`src/rtl/uart_rx_sipo.sv`:
```
// UART receiver: two-flop line synchroniser, centre-sampling frame FSM and a
// valid/ack output register with framing-error pulse and sticky overrun.
module uart_rx_sipo #(
    parameter int WIDTH        = 8,
    parameter int CLKS_PER_BIT = 16
) (
    input  logic             clk,
    input  logic             reset,
    input  logic             rx,
    input  logic             data_ack,
    output logic [WIDTH-1:0] data,
    output logic             data_valid,
    output logic             frame_err,
    output logic             overrun,
    output logic             busy,
    output logic [3:0]       bit_count
);

    localparam int CW = $clog2(CLKS_PER_BIT);
    localparam logic [CW-1:0] HALF_LAST = CW'(CLKS_PER_BIT / 2 - 1);
    localparam logic [CW-1:0] FULL_LAST = CW'(CLKS_PER_BIT - 1);
    localparam logic [3:0]    LAST_BIT  = 4'(WIDTH - 1);

    typedef enum logic [2:0] {
        IDLE,
        START,
        DATA,
        STOP,
        BREAK
    } state_t;

    state_t           state;
    logic [CW-1:0]    cnt;
    logic             rx_meta;
    logic             rx_s;
    logic [WIDTH-1:0] shreg;
    logic [WIDTH-1:0] shifted;

    // Reset to the idle (high) line level so no false start is seen on release.
    always_ff @(posedge clk or negedge reset) begin
        if (!reset) begin
            rx_meta <= 1'b1;
            rx_s    <= 1'b1;
        end else begin
            rx_meta <= rx;
            rx_s    <= rx_meta;
        end
    end

    always_comb begin
        shifted            = shreg >> 1;
        shifted[WIDTH-1]   = rx_s;
    end

    always_ff @(posedge clk or negedge reset) begin
        if (!reset) begin
            state      <= IDLE;
            cnt        <= '0;
            shreg      <= '0;
            data       <= '0;
            data_valid <= 1'b0;
            frame_err  <= 1'b0;
            overrun    <= 1'b0;
            busy       <= 1'b0;
            bit_count  <= 4'd0;
        end else begin
            frame_err <= 1'b0;
            if (data_ack && data_valid) begin
                data_valid <= 1'b0;
            end

            case (state)
                IDLE: begin
                    if (!rx_s) begin
                        state     <= START;
                        cnt       <= '0;
                        bit_count <= 4'd0;
                        busy      <= 1'b1;
                    end
                end

                // A start bit that is high again at its centre was only a glitch.
                START: begin
                    if (cnt == HALF_LAST) begin
                        cnt <= '0;
                        if (!rx_s) begin
                            state     <= DATA;
                            bit_count <= 4'd0;
                        end else begin
                            state <= IDLE;
                            busy  <= 1'b0;
                        end
                    end else begin
                        cnt <= cnt + CW'(1);
                    end
                end

                DATA: begin
                    if (cnt == FULL_LAST) begin
                        cnt       <= '0;
                        shreg     <= shifted;
                        bit_count <= bit_count + 4'd1;
                        if (bit_count == LAST_BIT) begin
                            state <= STOP;
                        end
                    end else begin
                        cnt <= cnt + CW'(1);
                    end
                end

                // Returning to IDLE at mid-stop-bit leaves room for an immediate next start.
                STOP: begin
                    if (cnt == FULL_LAST) begin
                        cnt <= '0;
                        if (rx_s) begin
                            data       <= shreg;
                            data_valid <= 1'b1;
                            if (data_valid && !data_ack) begin
                                overrun <= 1'b1;
                            end
                            state <= IDLE;
                            busy  <= 1'b0;
                        end else begin
                            frame_err <= 1'b1;
                            state     <= BREAK;
                        end
                    end else begin
                        cnt <= cnt + CW'(1);
                    end
                end

                BREAK: begin
                    if (rx_s) begin
                        state <= IDLE;
                        busy  <= 1'b0;
                    end
                end

                default: begin
                    state <= IDLE;
                    busy  <= 1'b0;
                end
            endcase
        end
    end

endmodule

```
`config.mk`:
```
export PLATFORM = sky130hd
export DESIGN_NAME = uart_rx_sipo
export DESIGN_NICKNAME = d
export VERILOG_FILES = /design/src/rtl/uart_rx_sipo.sv
export SDC_FILE = /design/constraint.sdc
export NUM_CORES = 1
export LEC_CHECK = 0
export ABC_AREA = 1
export CAP_MARGIN = 20
export CORE_ASPECT_RATIO = 2
export CORE_UTILIZATION = 49
export DETAILED_ROUTE_END_ITERATION = 7
export PLACE_DENSITY = 0.73
export SLEW_MARGIN = 40
export SYNTH_ARGS = -nofsm -noshare
export SYNTH_HDL_FRONTEND = slang
export SYNTH_SLANG_ARGS = --single-unit
export TNS_END_PERCENT = 50
```
`constraint.sdc`:
```
create_clock -name clk -period 1.5 [get_ports clk]
set_clock_uncertainty 0.15 [all_clocks]
set_input_delay 0.15 -clock clk [delete_from_list [all_inputs] [get_ports clk]]
set_output_delay 0.15 -clock clk [all_outputs]
set_load 0.1 [all_outputs]
```
==> flow_summary.toml, run 1 <==
[status]
status = "finished clean"

[worst_setup_path]
crit_buf_inv = 1
crit_chain = "inv_1, nand3_4, nor2_4, nand3b_4, nand2_1, nand2_1"
cp-start-kind = "flip-flop"
required_ns = 1.57
crit_path_end_kind = "flip-flop"
arrival_ns = 1.55
path_common_cell = "nand2_1"
critPathSlowestCell = "dfrtp_2"
critPathMaxFanout = 6
crit_type = "reg2reg"
cpPeakStageDelay_ns = 0.47
path_delay_family = "simple AND/OR/NAND/NOR gates"

[floorplan]
io_pins = 20
core_um2 = 3160
start_util_pct = 51.4
dieHeight_um = 83.4
fp.dieW_um = 42.7
rows = 29
die-area_um2 = 3560

[global_routing]
grt_pass1_vias = 1349
grt_start_max_net_pins = 34
grt_overflow = 0
grt_pass1_wl_um = 5780
grt_usage_pct = 21.1
antenna_found_initial = 0

[detailed_routing]
drc = 0
drtPass1Iterations = 4
wl_per_cell_um = 15.1
vias_per_cell = 5.44
final_antenna_net_count = 0
routed-via-count = 1383
wl_um = 3840
drt_iter0_drc = 30

[finish]
multi_input_area_um2 = 817
drive_gt1_share_pct = 37.2
area_growth_pct = 46.3
utilization_pct = 75.3
n_antenna_cell = 0
nets = 228
fill_cells = 207
seqCellArea_um2 = 842

[pwr]
power_density_nw_per_um2 = 1650
power_mw = 3.92
p_int_mw = 2.27
power.net_switching_mw = 1.65
switching_share_pct = 42.0
pwr-share-clk_pct = 22.0
leakage_nw = 1.11
peakVddDrop_uv = 1300
pwr-share-seq_pct = 31.9
pwr-share-comb_pct = 46.1

[flow_run]
cap_violations = 0

[clock_tree]
cts_buffers = 5
clkLatencyLatePin_ns = 0.29
cts_hold_buffers = 0
clock_sinks = 33
htree_num_levels = 2
cts_tree = "built"
clock_tree.root_cell = "clkbuf_8"
path_clk_slew_ns = 0.06
cts.path.max_buffers = 2

[yosys]
synth_area_um2 = 1620
ys_ff_latch = 33
ys_seq_area_share_pct = 51.0
synth-warning-count = 0
ys_types = 26
synth_nets = 187
syn_avg_cell_area_um2 = 8.97
synthCells = 181

[sta]
setup_ws_ns = 0.0213
fmax_mhz = 676
worstMarginPinSlew_ns = 0.279
finalSetupViolations = 0
period_minus_slack_ns = 1.48
rsz0062_at_grt = "true"
fin_crit_sh_pct = 98.6
finalHoldViolations = 0
drv_slew = 0
maxSlewHeadroom_pct = 81.4
setup_tns_ns = 0

[hold_path]
hp-class = "in2async"

[placed_design]
port_buffers = 19
pre_cts_ws_ns = -0.0740
dpl.hpwl_um = 2420
place_congestion = 0.895
metrics by stage:
step	cells	hold slack [ns]	instance area (um^2)
global route	254	0.113	2380
global placement	236	0.196	2090
floorplan	181	-0.296	1650
detailed placement	236	0.204	2090
CTS	244	0.0963	2220
finish	254	0.0880	2380
cell families (layout without fill, tap and decap cells):
logic type      after synthesis  in the layout  synth area share, %
fa+ha+maj                     2              2                 1.54
flops                        33             33                 51.0
mux                           1              1                0.616
buf+inv                      25             63                 6.70
compound gates               25             25                 10.1
simple gates                 94             98                 29.5
xor+xnor                      1              1                0.539
flip-flops by register name, summed over array words and instances (netlist names), 3 cells and up:
signal     count
data           8
shreg          8
bit_count      4
cnt            4
state          3
cells in the final DEF (no fill, tap or decap):
cell	Yosys	routed
inv_4	0	1
nand3_2	2	1
nor2_2	4	3
mux2i_1	1	1
nand2_2	3	4
o21ai_2	8	9
buf_4	0	11
inv_1	21	21
dfstp_2	2	2
nand3b_4	1	1
dfrtp_1	31	24
o211ai_1	1	1
xor2_1	1	1
nor2_1	12	10
dfrtp_2	0	5
ha_4	0	2
a21oi_1	4	4
o21bai_2	1	1
nand4_1	2	2
buf_12	0	18
inv_2	2	1
bufinv_16	0	1
nor3_1	2	2
nand2_1	52	50
clkbuf_8	0	6
nand2_4	0	1
dfrtp_4	0	2
nand3_4	2	5
o21ai_0	2	2
nor2_4	2	8
clkdlybuf4s50_1	0	3
nor2_8	1	1
nand3_1	11	10
o21ai_1	9	8
clkbuf_1	0	1
cells in the mapped netlist, drive strengths merged:
master / n / area, um^2
nor2: 19 / 113
nand3: 15 / 110
nand3b: 1 / 20.0
mux2i: 1 / 10.0
nor3: 2 / 10.0
dfstp: 2 / 52.6
buf: 2 / 22.5
dfrtp: 31 / 776
nand4: 2 / 12.5
nand2: 55 / 214
ha: 2 / 25.0
inv: 23 / 86.3
xor2: 1 / 8.76
o21bai: 1 / 11.3
a21oi: 4 / 20.0
o21ai: 19 / 125
o211ai: 1 / 7.51
layer usage:
layer / track usage (%) / up-vias / share of wire [%]
li1: - / 661 / -
met1: 24.6 / 690 / 37
met2: 34.0 / 27 / 59
met3: 3.04 / 5 / 2.5
met4: 14.5 / 0 / 1.9
met5: 0 / - / 0
layout make-up:
type                            instances  share of cell area, %
Tap cell                               31                   1.63
Clock buffer                            7                   3.63
Clock inverter                          1                   1.26
Sequential cell                        33                   35.4
Inverter                               23                   3.74
Multi-Input combinational cell        127                   34.4
Timing Repair Buffer                   32                   19.9
path summary, 6_finish.rpt:
| check | slack (ns) | end | depth (start not counted) | from |
|---|---|---|---|---|
| setup / recovery | 0.02 | bit_count[3] | 6 | state[1] |
| hold / removal | 0.09 | busy | 2 | reset |
| setup reg to reg | 0.02 | bit_count[3] | 6 | state[1] |
| hold reg to reg | 0.21 | rx_s | 0 | rx_meta |
| max in group asynchronous | 0.88 | rx_meta | 2 | reset |
| min in group clk | 0.13 | rx_meta | 1 | rx |
power by group through the flow:
| stage | clock network, mW | logic, mW | registers [mW] |
|---|---|---|---|
| global placement | 0 | 1.46 | 1.22 |
| CTS | 0.860 | 1.51 | 1.21 |
| detailed placement | 0 | 1.50 | 1.23 |
| finish | 0.862 | 1.81 | 1.25 |
| global route | 0.905 | 1.97 | 1.27 |
| floorplan | 0 | 0.821 | 1.42 |
worst reg2reg max path, cell delays in order, from the launching register on:
cell and delay [ns]:
dfrtp_2 0.47, inv_1 0.16, nand3_4 0.12, nor2_4 0.20, nand3b_4 0.18, nand2_1 0.06, nand2_1 0.06
repair_timing:
action	in CTS	in global routing
setup buffers	0	6
cloned	0	4
pin swaps	1	5
gates resized for setup	2	17
setup endpoints to repair	17	26
(Power assumes the default switching activity.)
==> inputs of run 2 (changes only) <==
- ABC_AREA: 1 -> unset
- CORE_UTILIZATION: 49 -> 48
- SKIP_CTS_REPAIR_TIMING: unset -> 1
==> flow_summary.toml, run 2 <==
[status]
status = "finished, violations left"
violations = "setup timing"

[yosys]
synth_top_area_share_pct = 53.3
synth-warning-count = 0
syn_avg_cell_area_um2 = 12.9
yosys-top-cells-count = "31 x dfrtp_1, 9 x mux2_2, 8 x mux2_4, 8 x nand2_1, 5 x nor2_1"
synth_nets = 119
ys_ff_latch = 33
synth.area.top_cells = "dfrtp_1 53%, mux2_4 8.2%, mux2_2 7.0%"
ys_seq_area_share_pct = 56.9
synth_async_sr_flop_share_pct = 100
synth_area_um2 = 1460
synthCells = 113
yosys.area.top_type = "dfrtp_1"
yosysMostFrequentCell = "dfrtp_1"
ys.flop_type = "dfrtp_1"
synth_edf_count = 0
ys_types = 39

[clock_tree]
cts.path.max_buffers = 2
cts_buffers = 5
path_clk_slew_ns = 0.07
htree_num_levels = 2
clkLatencyLatePin_ns = 0.29
cts_tree = "built"
clock_sinks = 33
clock_tree.root_cell = "clkbuf_8"

[sta]
drv_slew = 0
rsz0062_at_grt = "true"
worstMarginPinSlew_ns = 0.325
finalHoldViolations = 0
fmax_mhz = 570
period_minus_slack_ns = 1.75
timing.hold.ws_ns = 0.109
finalSetupViolations = 25
setup_ws_ns = -0.254
fin_crit_sh_pct = 117
maxSlewHeadroom_pct = 78.3

[placed_design]
dpl-instance-area_um2 = 2050
pre_cts_ws_ns = -0.370
dpl.hpwl_um = 2260
place_congestion = 0.783
port_buffers = 19

[detailed_routing]
drc = 0
drt_iter0_drc = 36
routed-via-count = 1057
drtPass1Iterations = 4
vias_per_cell = 5.39
final_antenna_net_count = 0
wl_um = 3290
wl_per_cell_um = 16.8

[floorplan]
die-area_um2 = 3270
core_um2 = 2910
dieHeight_um = 79.9
fp.dieW_um = 41.0
start_util_pct = 50.1
io_pins = 20
rows = 28

[flow_run]
cap_violations = 0

[pwr]
power_density_nw_per_um2 = 1280
leakage_nw = 1.12
power_mw = 2.93
peakVddDrop_uv = 1250

[global_routing]
grt_overflow = 0
grt_pass1_wl_um = 4650
grt_start_max_net_pins = 21
grt_usage_pct = 21.7
grt_pass1_vias = 1065
antenna_found_initial = 0

[finish]
largest_registers = "data: 8 flops, shreg: 8 flops"
layout_common_cells = "27 x dfrtp_1, 24 x buf_4, 17 x mux2_4, 17 x buf_12, 7 x nand2_1"
mostFrequentLayoutCell = "dfrtp_1"
n_antenna_cell = 0
drive_gt1_share_pct = 56.0
area_growth_pct = 57.8
fill_cells = 173
nets = 171
design_area_um2 = 2300

[worst_setup_path]
path_delay_family = "flip-flops"
critPathMaxFanout = 4
critPathSlowestCell = "dfrtp_1"
crit_buf_inv = 1
crit_type = "reg2reg"
crit_chain = "ha_4, buf_6, nand3b_1, a211o_1, nor2b_4, mux2_4"
cp-start-kind = "flip-flop"
required_ns = 1.53
arrival_ns = 1.79
cpPeakStageDelay_ns = 0.39
crit_path_end_kind = "flip-flop"

[hold_path]
hp-class = "in2reg"
-- run 2: area by class of cell --
type / instances / area [um^2] / area share (%)
inverter: 4 / 15.0 / 0.653
tap: 30 / 37.5 / 1.63
clock inverter: 3 / 17.5 / 0.762
sequential: 33 / 833 / 36.3
clock buffer: 5 / 68.8 / 2.99
timing repair buffer: 50 / 617 / 26.8
multi-input combinational: 71 / 709 / 30.9
-- run 2: worst paths after layout --
kind | startpoint | end | slack, ns | depth (start not counted)
setup / recovery | cnt[1] | bit_count[0] | -0.25 | 6
hold / removal | rx | rx_meta | 0.11 | 1
setup reg to reg | cnt[1] | bit_count[0] | -0.25 | 6
hold reg to reg | rx_meta | rx_s | 0.20 | 0
max in group asynchronous | reset | cnt[3] | 0.25 | 3
min in group asynchronous | reset | shreg[6] | 0.51 | 2
-- run 2: layer usage --
layer	GRT usage, %	vias to the layer above	routed length, um
li1	-	505	-
met4	12.7	0	77
met3	5.85	7	95
met5	0	-	0
met2	36.7	23	1890
met1	21.2	522	1230
-- run 2: where the power goes --
| part | leakage, nW | switching (mW) | total (mW) | internal, mW |
|---|---|---|---|---|
| Combinational | 0.642 | 0.556 | 1.15 | 0.598 |
| Sequential | 0.430 | 0.119 | 1.12 | 1.00 |
| Clock | 0.0439 | 0.338 | 0.657 | 0.320 |
-- run 2: cell families (layout without fill, tap and decap cells) --
kind of cell | count (synthesis) | count (layout) | synth area share [%]
AOI/OAI and AO/OA | 18 | 18 | 9.19
xor gates and xnor gates | 1 | 1 | 0.601
adders and majority gates | 3 | 3 | 2.41
buffers and inverters | 10 | 62 | 3.35
DFF | 33 | 33 | 56.9
muxes | 19 | 19 | 16.6
and+or+nand+nor | 29 | 30 | 11.0
-- run 2: metrics by stage --
stage                     std cells  utilization [%]  setup TNS (ns)
after floorplan                 113                -           -5.37
after global placement          183             70.5           -5.82
after detailed placement        183             70.5           -6.92
after CTS                       191             73.5           -7.13
after global routing            196             79.0           -5.88
final                           196             79.0           -4.27
